[config.mk]
export PLATFORM = sky130hd
export DESIGN_NAME = obi_stall_buffer
export DESIGN_NICKNAME = d
export VERILOG_FILES = /design/src/rtl/obi_stall_pkg.sv /design/src/rtl/obi_stall_lfsr.sv /design/src/rtl/obi_stall_buffer.sv
export SDC_FILE = /design/constraint.sdc
export NUM_CORES = 1
export LEC_CHECK = 0
export CORE_ASPECT_RATIO = 0.7
export CORE_MARGIN = 2
export CORE_UTILIZATION = 47
export DETAILED_ROUTE_END_ITERATION = 10
export PLACE_DENSITY = 0.77
export SYNTH_ARGS = -nofsm -noshare
export SYNTH_HDL_FRONTEND = slang
export SYNTH_SLANG_ARGS = --single-unit
[constraint.sdc]
create_clock -name clk_i -period 4.3 [get_ports clk_i]
set_input_delay 0.86 -clock clk_i [delete_from_list [all_inputs] [get_ports clk_i]]
set_output_delay 0.86 -clock clk_i [all_outputs]
set_load 0.005 [all_outputs]
[src/rtl/obi_stall_pkg.sv]
// obi_stall_pkg: shared types and constants for the OBI stall buffer
package obi_stall_pkg;
  localparam logic [15:0] LFSR_TAPS = 16'hB400;
  // widest response delay a FIFO entry can hold; RSP_STALL_BITS must not exceed it
  localparam int DELAY_W = 8;
  typedef struct packed {
    logic [31:0] addr;
    logic        we;
    logic [3:0]  be;
    logic [31:0] wdata;
  } obi_req_t;
  typedef struct packed {
    logic [31:0]        rdata;
    logic [DELAY_W-1:0] delay;
  } rsp_entry_t;
  typedef enum logic {IDLE, STALL} fsm_state_t;
endpackage

[src/rtl/obi_stall_lfsr.sv]
// obi_stall_lfsr: 16-bit Fibonacci LFSR exposing the grant and response stall fields
module obi_stall_lfsr
  import obi_stall_pkg::*;
#(
  parameter logic [15:0] SEED = 16'hACE1,
  parameter int GNT_BITS = 3,
  parameter int RSP_BITS = 3
) (
  input  logic                clk,
  input  logic                rst,
  output logic [GNT_BITS-1:0] gnt_bits,
  output logic [RSP_BITS-1:0] rsp_bits
);
  logic [15:0] state;
  always_ff @(posedge clk) state <= rst ? SEED : {state[14:0], ^(state & LFSR_TAPS)};
  assign gnt_bits = state[GNT_BITS-1:0];
  assign rsp_bits = state[15 -: RSP_BITS];
endmodule

[src/rtl/obi_stall_buffer.sv]
// obi_stall_buffer: OBI pass-through that injects random grant stalls and response latency
module obi_stall_buffer
  import obi_stall_pkg::*;
#(
  parameter int DEPTH = 4,
  parameter int GNT_STALL_BITS = 3,
  parameter int RSP_STALL_BITS = 3,
  parameter logic [15:0] SEED = 16'hACE1
) (
  input  logic        clk_i,
  input  logic        rst_i,
  input  logic        stall_en_i,
  input  logic        req_i,
  output logic        gnt_o,
  input  logic [31:0] addr_i,
  input  logic        we_i,
  input  logic [3:0]  be_i,
  input  logic [31:0] wdata_i,
  output logic        rvalid_o,
  output logic [31:0] rdata_o,
  output logic        req_o,
  input  logic        gnt_i,
  output logic [31:0] addr_o,
  output logic        we_o,
  output logic [3:0]  be_o,
  output logic [31:0] wdata_o,
  input  logic        rvalid_i,
  input  logic [31:0] rdata_i,
  output logic        protocol_err_o,
  output logic        overflow_err_o
);
  localparam int AW = $clog2(DEPTH);
  logic [GNT_STALL_BITS-1:0] gnt_bits, gnt_stall, gcnt, gcnt_n;
  logic [RSP_STALL_BITS-1:0] rsp_bits, rsp_stall;
  fsm_state_t state, state_n;
  logic [AW:0] outstanding, count;
  logic [AW-1:0] wptr, rptr;
  rsp_entry_t mem [DEPTH];
  logic [DELAY_W-1:0] rcnt;
  obi_req_t cur, prev;
  logic prev_pend, room, empty, full, bypass, pop, push;

  obi_stall_lfsr #(.SEED(SEED), .GNT_BITS(GNT_STALL_BITS), .RSP_BITS(RSP_STALL_BITS)) u_lfsr (
    .clk(clk_i), .rst(rst_i), .gnt_bits(gnt_bits), .rsp_bits(rsp_bits)
  );

  assign gnt_stall = stall_en_i ? gnt_bits : '0;
  assign rsp_stall = stall_en_i ? rsp_bits : '0;
  assign {addr_o, we_o, be_o, wdata_o} = {addr_i, we_i, be_i, wdata_i};
  assign cur = {addr_i, we_i, be_i, wdata_i};
  assign room = outstanding < (AW+1)'(DEPTH);

  always_comb begin
    state_n = state;
    gcnt_n = gcnt;
    req_o = 1'b0;
    if (state == IDLE) begin
      if (req_i && gnt_stall == '0) req_o = room;
      else if (req_i) begin
        state_n = STALL;
        gcnt_n = gnt_stall - GNT_STALL_BITS'(1);
      end
    end else if (!req_i) state_n = IDLE;
    else if (gcnt != '0) gcnt_n = gcnt - GNT_STALL_BITS'(1);
    else begin
      req_o = room;
      state_n = (gnt_i && room) ? IDLE : STALL;
    end
  end

  assign gnt_o = req_o & gnt_i;

  // a response may bypass only an empty FIFO, so it can never overtake queued entries
  assign empty = count == '0;
  assign full = count == (AW+1)'(DEPTH);
  assign pop = !empty && rcnt == '0;
  assign bypass = empty && rvalid_i && rsp_stall == '0;
  assign push = rvalid_i && !bypass && (!full || pop);
  assign rvalid_o = bypass || pop;
  assign rdata_o = bypass ? rdata_i : pop ? mem[rptr].rdata : '0;

  always_ff @(posedge clk_i)
    if (push) mem[wptr] <= '{rdata: rdata_i, delay: DELAY_W'(rsp_stall)};

  always_ff @(posedge clk_i) begin
    if (rst_i) begin
      state <= IDLE;
      gcnt <= '0;
      outstanding <= '0;
      count <= '0;
      wptr <= '0;
      rptr <= '0;
      rcnt <= '0;
      prev_pend <= 1'b0;
      prev <= '0;
      protocol_err_o <= 1'b0;
      overflow_err_o <= 1'b0;
    end else begin
      state <= state_n;
      gcnt <= gcnt_n;
      outstanding <= outstanding + (AW+1)'(gnt_o) - (AW+1)'(rvalid_o && outstanding != '0);
      count <= count + (AW+1)'(push) - (AW+1)'(pop);
      wptr <= wptr + AW'(push);
      rptr <= rptr + AW'(pop);
      if (push && empty) rcnt <= DELAY_W'(rsp_stall);
      else if (pop && count > (AW+1)'(1)) rcnt <= mem[rptr + AW'(1)].delay;
      else if (pop && push) rcnt <= DELAY_W'(rsp_stall);
      else if (rcnt != '0) rcnt <= rcnt - DELAY_W'(1);
      prev_pend <= req_i && !gnt_o;
      prev <= cur;
      protocol_err_o <= protocol_err_o | (prev_pend && (!req_i || cur != prev))
                        | (rvalid_o && outstanding == '0);
      overflow_err_o <= overflow_err_o | (rvalid_i && full && !pop);
    end
  end
endmodule

---- Word level (Yosys, flattened, before mapping) ----
Memories as Yosys holds them, arrays and structs flattened. A register that Yosys moved wholly into a read port is not among the register bits.
Index checks and enable logic that the tools add are counted.
operators by class
  $add $sub $neg .......................... 10
  order comparisons ....................... 2
  eq/ne operators ......................... 5
  multiplexer cells ....................... 26
  bitwise gates (word level) .............. 4
  reduce and logical (&&, ||, !) cells .... 39
operators with widths
  operator                                            number
  != test 69 bit                                      1
  two-way mux 32 bit                                  2
  two-way mux 3 bit                                   8
  two-way mux 8 bit                                   3
  logical AND 1 bit                                   16
  parity 16 bit                                       1
  logical NOT 3 bit                                   4
  two-way mux 1 bit                                   12
  nonzero test 3 bit                                  3
  logical NOT 8 bit                                   1
  nonzero test 8 bit                                  1
  subtractor 8 x 1 -> 8 bit, second input constant    1
  adder 3 x 1 -> 3 bit                                2
  logical NOT 1 bit                                   6
  subtractor 3 x 1 -> 3 bit                           2
  subtractor 3 x 1 -> 3 bit, second input constant    2
  adder 2 x 1 -> 2 bit                                2
  != test 2 bit, second input constant                2
  AND reduction 4 bit                                 1
  nonzero test 4 bit                                  1
  equality test 3 bit, second input constant          1
  > comparator 3 x 1 -> 1 bit, second input constant  1
  logical OR 1 bit                                    3
  < comparator 3 bit, second input constant           1
  7 further kinds                                     9
storage, ports and cells
  flip-flop bits (word level) ............. 110
  RAM bits ................................ 140
  input bits .............................. 107
  output and inout bits ................... 106
  memories ................................ 1
memories
  name  depth  width  read ports  clocked after Yosys merged registers in  wr ports  RTL line                RTL
  mem   4      35     2           1                                        1         obi_stall_buffer.sv:38  rsp_entry_t mem [DEPTH];

---- Logic depth before layout (Yosys ltp) ----
  depth in word-level cells ............... 10
  gate-level depth with buffers ........... 15

---- By module ----
Synthesis repeated with hierarchy kept, for this count alone.
second synthesis, totals
  cell total of the unflattened synthesis .. 785
  area total of the unflattened synthesis .. 10486.3 µm²
modules (own cells, without submodules)
  module            instances  cells an instance  area an instance (µm²)
  obi_stall_buffer  1          743                9987.1
  obi_stall_lfsr    1          42                 499.2

---- Worst setup path after synthesis ----
Ideal clock, no wire load.
  path kind ............................... reg2reg
  from .................................... reg rcnt[0]
  to ...................................... mem mem[1][0] in the netlist's numbering, enable pin
  library setup time ...................... 478 ps
  data arrival time ....................... 4080 ps
  path slack .............................. -259 ps
  cell stages (with the launch flop) ...... 8
  path buffers ............................ 0
  path through ............................ dfxtp_1 -> inv_1 -> ha_1 -> nor4b_1 -> nand2_1 -> a21oi_1 -> o31ai_1 -> nor3b_1
on the way
  word-level cells in the longest chain between the ends .. 6
RTL lines
  element                                  RTL line                 RTL
  start: declaration                       obi_stall_buffer.sv:39   logic [DELAY_W-1:0] rcnt;
  start signal: assignment                 obi_stall_buffer.sv:105  if (push && empty) rcnt <= DELAY_W'(rsp_stall);
  start signal: assignment                 obi_stall_buffer.sv:106  else if (pop && count > (AW+1)'(1)) rcnt <= mem[rptr + AW'(1)].delay;
  start signal: assignment                 obi_stall_buffer.sv:107  else if (pop && push) rcnt <= DELAY_W'(rsp_stall);
  logical NOT 8 bit                        obi_stall_buffer.sv:76   assign pop = !empty && rcnt == '0;
  logical AND 1 bit                        obi_stall_buffer.sv:76
  logical OR 1 bit                         obi_stall_buffer.sv:78   assign push = rvalid_i && !bypass && (!full || pop);
  logical AND 1 bit                        obi_stall_buffer.sv:78
  two-way mux 1 bit                        obi_stall_buffer.sv:83   if (push) mem[wptr] <= '{rdata: rdata_i, delay: DELAY_W'(rsp_stall)};
  two-way mux 1 bit (implied by the code)  obi_stall_buffer.sv:83
  end: declaration                         obi_stall_buffer.sv:38
No other way between the ends.

---- Worst setup path after layout ----
  from .................................... reg rcnt[0]
  to ...................................... out rdata_o[30]
on the way
  word-level cells in the longest chain between the ends .. 4
RTL lines
  element                           RTL line                RTL
  logical NOT 8 bit                 obi_stall_buffer.sv:76
  logical AND 1 bit                 obi_stall_buffer.sv:76
  two-way mux 32 bit (2 in series)  obi_stall_buffer.sv:80  assign rdata_o = bypass ? rdata_i : pop ? mem[rptr].rdata : '0;
  end: declaration                  obi_stall_buffer.sv:20  output logic [31:0] rdata_o,
No other way between the ends.

==> flow_summary.yaml <==
synth:
  post_synthesis_cells: 770
  synthTopCellsByArea: "sky130_fd_sc_hd__edfxtp_1 (40%), sky130_fd_sc_hd__dfxtp_1 (21%), sky130_fd_sc_hd__mux4_2 (7.5%)"
  yosys_warnings: 0
  post_synth_instance_area_um2: 10530
  synth_top_cell_by_area: "sky130_fd_sc_hd__edfxtp_1"
  synth.most_common_cell: "sky130_fd_sc_hd__edfxtp_1"
  most_instantiated_flip_flop_cell_in_the_synthesis_netlist: "sky130_fd_sc_hd__edfxtp_1"
  yosysSeqAreaShare_pct: 60.84
  top_cell_type_s_share_of_synthesized_area_pct: 39.92
  synth_async_sr_flop_share_pct: 0
  postSynthNetCount: 889
  syn_area_per_cell_um2: 13.68
  synthDistinctLibCells: 56
  synth_commonest_cells: "sky130_fd_sc_hd__edfxtp_1 (140), sky130_fd_sc_hd__dfxtp_1 (110), sky130_fd_sc_hd__nor2b_1 (87)"
  synth_seq_cells: 250
  synth_enable_flop_cells: 140
setup_path:
  timing.critical_path.fanout_max: 27
  reg2reg_depth: 14
  timing_worst_setup_path_type: "reg2out"
  crit_path_end_kind: "output pin"
  regToRegStartpoint: "rcnt[0]"
  crit_path_end: "rdata_o[30]"
  worst-endpoint-required_ns: 3.44
  critical_path.startpoint: "rcnt[0]"
  reg2reg_slack_ns: 0.83
  critPathLaunchType: "flip-flop"
  worstReg2RegEnd: "outstanding[2]"
  cp.arrival_ns: 3.16
floorplan:
  placeableCoreArea_um2: 21850
  floorplan.die.width_um: 182.9
  i_o_pin_total: 213
  rows: 45
  die_height_um: 129.2
  initial_core_util_pct: 48.20
  die_outline_area_um2: 23640
route:
  wirelength_um: 21370
  detail_route.first_pass.iterations: 4
  routed_via_density: 5.173
  antenna_left: 0
  drtIter0Drc: 489
  vias: 6321
  drcViolationCount: 0
  route.detailed.wl_per_inst_um: 17.49
place:
  gp_congestion: 0.8332
  dp_hpwl_um: 14670
  placedInstanceArea_um2: 12520
  port-buffer-count: 212
  numPlacedInstances: 1179
sta:
  clock-skew-final_ns: 0.008043
  tns_ns: 0
  final-setup-viol-count: 0
  rsz0062_at_grt: "no"
  hold_viol_final: 0
  worst_slew_margin_rel_pct: 45.38
  max_slew.worst_pin.slew_ns: 0.8182
  maxClockFrequency_mhz: 248.5
  tmin_final_ns: 4.024
  final_max_slew_viol_count: 0
  timing.final.crit_share_pct: 93.58
clock_network:
  clock_sinks: 250
  numCtsBuffers: 24
  post-cts-setup-buffer-count: 0
  clock_latency_ns: 0.51
  cts_tree: "yes"
  clk_path_buf_depth: 3
  path_clk_slew_ns: 0.06
  ctsResizeCount: 0
  ctsRootBufferMaster: "sky130_fd_sc_hd__clkbuf_16"
  htree_num_levels: 1
  ctsHoldBuffers: 0
grt:
  initial_antenna_violation_count: 0
  grt_pass1_wl_um: 33710
  groute.usage.overall_pct: 17.99
  first_global_vias: 6332
  overflow: 0
  grt_start_max_net_pins: 81
final_layout:
  final_design_area_no_fill_um2: 13290
  area_delta_synth_final_pct: 26.18
  fin_util_pct: 60.82
  nets: 1042
  drive_gt1_share_pct: 10.96
  post_layout_nonfiller_instances: 1222
  diodes: 0
worst_hold_path:
  worst_hold_path_type: "reg2reg"
  worst_hold_launch: "u_lfsr.state[4]"
power_and_ir_drop:
  peakVddDrop_mv: 0.3475
  power_leakage_nw: 4.734
  pwr_density_cell_nw_per_um2: 529.0
run:
  drv.max_cap_violation_count: 0
run_status:
  outcome: "complete, no violations"
cells by family after synthesis:
kind of cell	count (synthesis)	share of synthesized area [%]
xor+xnor	61	5.074
mux	37	7.676
compound gates	84	6.381
buf+inv	122	6.927
flops	250	60.84
fa+ha+maj	12	1.568
simple gates	204	11.54
metrics by stage:
step           setup slack (ns)  power [mW]  hold slack, ns
2_1_floorplan            0.9506       4.276          0.3895
3_3_place_gp             0.6991       5.002          0.3925
3_5_place_dp             0.6121       5.048          0.3951
4_1_cts                  0.2665       7.110          0.4106
5_1_grt                  0.1286       7.397          0.4294
6_report                 0.2760       7.028          0.4080
power by group:
part           leakage (nW)  switching, mW  internal (mW)
combinational          2.16          0.949           1.06
sequential             2.19          0.155           2.83
clock                 0.383          0.871           1.17
cell usage in the layout (no fill, tap or decap), drive strengths merged, types with 9 or more instances in the layout:
cell,instances
a22o,32
buf,13
xnor2,10
edfxtp,140
ha,10
nor2,20
inv,29
xor2,51
clkdlybuf4s50,211
clkinv,9
nor2b,87
nand2b,12
nand2,14
nor3,14
a21oi,15
dfxtp,110
nor4,15
mux4,35
clkbuf,26
final cells by class:
type | instances | area [um2]
Multi-Input combinational cell | 398 | 3428
Timing Repair Buffer | 224 | 2235
Clock inverter | 17 | 151.4
Sequential cell | 250 | 6407
Inverter | 25 | 93.84
Tap cell | 282 | 352.8
Clock buffer | 26 | 618.1
Fill cell | 1692 | 8559
how the worst min path moves through the flow:
stage	to	cells past startpoint	slack, ns
global route	u_lfsr.state[5]	1	0.43
global placement	u_lfsr.state[5]	1	0.39
detailed placement	u_lfsr.state[5]	1	0.40
finish	u_lfsr.state[5]	1	0.41
CTS	u_lfsr.state[5]	1	0.41
floorplan	u_lfsr.state[10]	1	0.39
critical path, stage by stage, from the launching register on:
cell and delay [ns]:
sky130_fd_sc_hd__dfxtp_1 0.33, sky130_fd_sc_hd__inv_1 0.09, sky130_fd_sc_hd__ha_1 0.18, sky130_fd_sc_hd__or4b_4 0.52, sky130_fd_sc_hd__nor3_4 0.57, sky130_fd_sc_hd__buf_12 0.26
sky130_fd_sc_hd__a22o_1 0.17, sky130_fd_sc_hd__clkdlybuf4s50_1 0.53
state kept, by name, indices dropped and copies added, names as in the netlist, 2 cells and up:
| register | count |
|---|---|
| u_lfsr.state | 16 |
| mem | 140 |
| count | 3 |
| rcnt | 8 |
| prev | 69 |
| outstanding | 3 |
| gcnt | 3 |
| wptr | 2 |
| rptr | 2 |
per-layer routing:
layer  wire (um)  global-route usage (%)  vias to the layer above
li1            -                       -                     3039
met1       10270                   26.13                     3114
met2        9889                   29.08                      145
met3         915                   3.120                       23
met4         290                   3.247                        0
met5           0                       0                        -
Note: power is estimated with default switching activity, not from simulation.
==> edit 1: new RTL, same settings <==
Set the parameter `GNT_STALL_BITS` to 6 (it was 3).
--- a/src/rtl/obi_stall_buffer.sv
+++ b/src/rtl/obi_stall_buffer.sv
@@ -4,5 +4,5 @@
 #(
   parameter int DEPTH = 4,
-  parameter int GNT_STALL_BITS = 3,
+  parameter int GNT_STALL_BITS = 6,
   parameter int RSP_STALL_BITS = 3,
   parameter logic [15:0] SEED = 16'hACE1
Function: changed (a bounded check fails within 4 cycles, from zero or initial values and one cycle with rst_i high).
==> edit 1 against the unedited design <==
- sequential cell count up 3
- routed wire length is 2.9% higher
- utilization fell by 0.26 points
- final area increased by 2.6%
- clock power up 7%
- power is 2.8% lower
- synthesized area is 1.6% higher
- first-iteration DRC count is 3.3% higher
- highest routed layer unchanged
- critical endpoint is now rdata_o[20]
- register-to-register slack gained 0.26 ns
- non-clock buffer count is 1 lower
- die area is 1.6% higher
- setup slack gained 0.039 ns
- hold slack gained 0.0056 ns
- largest power group unchanged
- critical path depth unchanged
==> edit 1: results (changes against the unedited design) <==
first-pass GRT wire length -> 34220 um (+1.5%)
TritonCTS Buffers -> 25 (+4.2%)
HPWL Detailed -> 15060 um (+2.7%)
Routed WL -> 21990 um (+2.9%)
Netlist cell types -> 53 (-5.4%)
Final Skew -> 0.02015 ns (+0.01211 ns)
setup bufs post-CTS -> 0 (unchanged)
syn nets -> 908 (+2.1%)
drt first pass iters -> 5 (+1)
via count -> 6513 (+3.0%)
vias in the first global route -> 6180 (-2.4%)
top cells by area, synth -> edfxtp_1, dfxtp_1, mux4_2
Iteration-0 DRC Markers -> 505 (+3.3%)
IR drop worst, VDD -> 0.0003561 V (+2.5%)
relative slew slack -> 47.98% (+2.6 points)
status -> finished clean
clock slew at reported path FFs -> 0.06 ns (about the same)
internal power -> 0.005039 W (-0.29%)
sequential fraction of the synthesis area -> 60.43% (-0.41 points)
clock root cell -> clkbuf_16
largest net degree at the start of global routing -> 62 (-23%)
crit-path max FO -> 33 (+22%)
leakage power -> 4.850 nW (+2.4%)
Final Net Count -> 1060 (+1.7%)
global-route usage over all layers -> 18.19% (+0.20 points)
routability congestion estimate -> 0.7870 (-5.5%)
layout cell share with drive strength beyond 1 -> 11.27% (+0.32 points)
most common library cells after synthesis -> edfxtp_1, dfxtp_1, nor2b_1, buf_4, xor2_1
arrival time at the worst endpoint -> 3.13 ns (-0.03 ns)
-- edit 1: cell types whose count changed after synthesis, sizes merged, moves of 6 or more --
cell / before / now
nor2b: 87 / 93
nor2: 20 / 26
inv: 25 / 19
nand2b: 12 / 19
nand3: 3 / 10
nor3: 14 / 7
-- edit 1: final cells by class --
class                      instances  area (um^2)
clock buffer                      29        660.6
clock inverter                    17        173.9
fill                            1719         8875
inverter                          19        71.32
multi-input combinational        417         3576
sequential                       253         6467
tap                              312        390.4
timing repair buffer             223         2290
-- edit 1: cells by family (layout without fill, tap and decap cells) --
kind of cell,after synthesis,count (layout),synth area share (%)
buf+inv,117,288,6.560
xor+xnor,60,60,4.911
mux,39,39,7.741
compound gates,82,82,6.279
flops,253,253,60.43
simple gates,222,222,12.30
fa+ha+maj,14,14,1.777
-- edit 1: per-layer routing --
metal / vias up / share of wire [%] / track usage, %
li1: 3111 / - / -
met1: 3179 / 47 / 26.67
met2: 193 / 46 / 28.44
met3: 30 / 5.8 / 3.126
met4: 0 / 1.7 / 4.329
met5: - / 0 / 0
-- edit 1: path summary, 6_finish.rpt --
| check | to | depth (start not counted) | start | slack, ns |
|---|---|---|---|---|
| hold / removal | u_lfsr.state[7] | 1 | u_lfsr.state[6] | 0.41 |
| setup / recovery | rdata_o[20] | 7 | rcnt[0] | 0.31 |
| hold reg to reg | u_lfsr.state[7] | 1 | u_lfsr.state[6] | 0.41 |
| setup reg to reg | outstanding[2] | 14 | rcnt[0] | 1.09 |
-- edit 1: critical path, stage by stage, from the launching register on --
cell and delay [ns]:
dfxtp_1 0.34, inv_1 0.10, ha_1 0.20, or3b_2 0.53
a211oi_4 0.47, buf_12 0.25, a22o_1 0.17, clkdlybuf4s50_1 0.53
-- edit 1: stage by stage --
step	utilization [%]	instances	setup slack (ns)	total power, W	area, um^2
global placement	56.86	1224	0.5232	0.004676	12790
global route	60.56	1270	0.1781	0.007194	13630
floorplan	-	787	0.8152	0.003998	10720
detailed placement	56.86	1224	0.5114	0.004705	12790
finish	60.56	1270	0.3145	0.006830	13630
CTS	60.56	1270	0.2900	0.006911	13630
-- edit 1: power by group through the flow --
stage          Sequential [W]  Combinational (W)  Clock [W]
6_report              0.00299            0.00166    0.00219
5_1_grt               0.00301            0.00184    0.00234
4_1_cts               0.00299            0.00168    0.00224
3_5_place_dp          0.00303            0.00167          0
3_3_place_gp          0.00302            0.00165          0
2_1_floorplan         0.00299            0.00101          0
==> edit 2: new RTL, same flow settings <==
Made on the original files. Put one more register stage on the output `overflow_err_o`. The value now appears one clock later. The other outputs are not delayed to match.
--- a/src/rtl/obi_stall_buffer.sv
+++ b/src/rtl/obi_stall_buffer.sv
@@ -31,4 +31,6 @@
 );
   localparam int AW = $clog2(DEPTH);
+
+  logic overflow_err_s0;
   logic [GNT_STALL_BITS-1:0] gnt_bits, gnt_stall, gcnt, gcnt_n;
   logic [RSP_STALL_BITS-1:0] rsp_bits, rsp_stall;
@@ -95,5 +97,5 @@
       prev <= '0;
       protocol_err_o <= 1'b0;
-      overflow_err_o <= 1'b0;
+      overflow_err_s0 <= 1'b0;
     end else begin
       state <= state_n;
@@ -111,7 +113,11 @@
       protocol_err_o <= protocol_err_o | (prev_pend && (!req_i || cur != prev))
                         | (rvalid_o && outstanding == '0);
-      overflow_err_o <= overflow_err_o | (rvalid_i && full && !pop);
+      overflow_err_s0 <= overflow_err_s0 | (rvalid_i && full && !pop);
     end
   end
+  always_ff @(posedge clk_i) begin
+    overflow_err_o <= overflow_err_s0;
+  end
+
 endmodule
 
Behaviour: no difference found for any inputs over 4 cycles, from zero or initial values and one cycle with rst_i high; that may be too few to reach the edited logic, so the function may still have changed.
==> edit 2 against the unedited design <==
- setup slack gained 0.098 ns
- hold slack got worse by 0.011 ns
- sequential cell count rose by 1
- sequential power about the same
- routed wire length down 0.80%
- global-route usage shrank 0.17 points
- first-iteration DRC count down 17%
- power is 0.19% higher
- synthesized area grew 0.19%
- critical path depth down 1
- final area is essentially flat
- largest cell class unchanged
- highest routed layer unchanged
==> edit 2: results (changes against the unedited design) <==
status -> finished clean
reg-to-reg slack, setup -> 0.97 ns (+0.14 ns)
end point of the critical path -> rdata_o[3]
largest registers -> mem (140), prev (69), u_lfsr.state (16)
worst hold path endpoint -> overflow_err_o
arrival time at the worst endpoint -> 3.07 ns (-0.09 ns)
max incr delay on CP -> 0.53 ns (-0.04 ns)
met3 usage -> 3.626% (+0.51 points)
layout cell share with drive strength beyond 1 -> 10.83% (-0.13 points)
HPWL Detailed -> 14340 um (-2.3%)
Tightest Pin Transition -> 0.9760 ns (+0.1577 ns)
Mapped Area -> 10550 um^2 (+0.19%)
Final Skew -> 0.01386 ns (+0.005815 ns)
M1 GR Usage -> 25.40% (-0.73 points)
Final Net Count -> 1043 (+0.096%)
FF-to-FF path depth -> 15 (+1)
Iteration-0 DRC Markers -> 405 (-17%)
Multi-input gate area -> 3428 um^2 (unchanged)
first-pass GRT wire length -> 33260 um (-1.3%)
Pins Over Slew Limit -> 0 (unchanged)
global-route usage over all layers -> 17.83% (-0.17 points)
most common library cells after synthesis -> edfxtp_1, dfxtp_1, nor2b_1, buf_4, xor2_1
FILL cells -> 1651 (-2.4%)
sequential fraction of the synthesis area -> 60.91% (+0.074 points)
via density per instance -> 5.219 (+0.89%)
IR drop worst, VDD -> 0.0003579 V (+3.0%)
largest net degree at the start of global routing -> 55 (-32%)
hold wc startpoint -> overflow_err_s0
clock slew at reported path FFs -> 0.06 ns (about the same)
GRT met2 Usage -> 28.25% (-0.82 points)
vias in the first global route -> 6297 (-0.55%)
crit-path max FO -> 32 (+19%)
Routed WL -> 21200 um (-0.80%)
placed cell area -> 12520 um^2 (about the same)
crit path launch -> rvalid_i
cell family with most CP delay -> buffers and inverters
routability congestion estimate -> 0.8193 (-1.7%)
drt first pass iters -> 5 (+1)
slowest CP cell -> clkdlybuf4s50_1
leakage power -> 4.727 nW (-0.15%)
hold path depth -> 0 (-1)
syn nets -> 890 (+0.11%)
max cap viols -> 0 (unchanged)
top cells by area, synth -> edfxtp_1, dfxtp_1, mux4_2
Crit Reg-Reg Endpoint -> outstanding[2]
[edit 2: changes by cell type after synthesis, sizes merged]
cell   before  now
dfxtp     110  111
[edit 2: area by class of cell]
class | count | share of cell area, %
sequential | 251 | 48.36
multi-input combinational | 398 | 25.79
timing repair buffer | 224 | 16.70
clock buffer | 29 | 4.820
tap | 282 | 2.655
clock inverter | 15 | 0.9696
inverter | 25 | 0.7060
[edit 2: cell families after synthesis]
kind of cell / Yosys count / share of synthesized area, %
AO/OA/AOI/OAI: 84 / 6.369
XOR/XNOR: 61 / 5.064
adder cells (fa/ha/maj): 12 / 1.565
buffers and inverters: 122 / 6.914
flip-flops: 251 / 60.91
multiplexers: 37 / 7.661
AND/OR/NAND/NOR: 204 / 11.52
[edit 2: where the power goes]
group / switching (W) / internal (W)
clock network: 0.000865 / 0.00118
registers: 0.000150 / 0.00284
logic: 0.000957 / 0.00105
total: 0.00197 / 0.00507
[edit 2: stage by stage]
| stage | hold WS [ns] | instances | setup slack (ns) | total power, W |
|---|---|---|---|---|
| 3_5_place_dp | 0.3856 | 1180 | 0.4901 | 0.005052 |
| 5_1_grt | 0.4118 | 1224 | 0.2306 | 0.007412 |
| 2_1_floorplan | 0.3316 | 771 | 0.9506 | 0.004287 |
| 4_1_cts | 0.3930 | 1224 | 0.3800 | 0.007113 |
| 3_3_place_gp | 0.3845 | 1180 | 0.5693 | 0.005009 |
| 6_report | 0.3973 | 1224 | 0.3738 | 0.007042 |
[edit 2: per-layer routing]
metal | vias to the layer above | wire length (um)
li1 | 3048 | -
met3 | 31 | 1140
met1 | 3128 | 9716
met2 | 181 | 9913
met4 | 0 | 429
met5 | - | 0
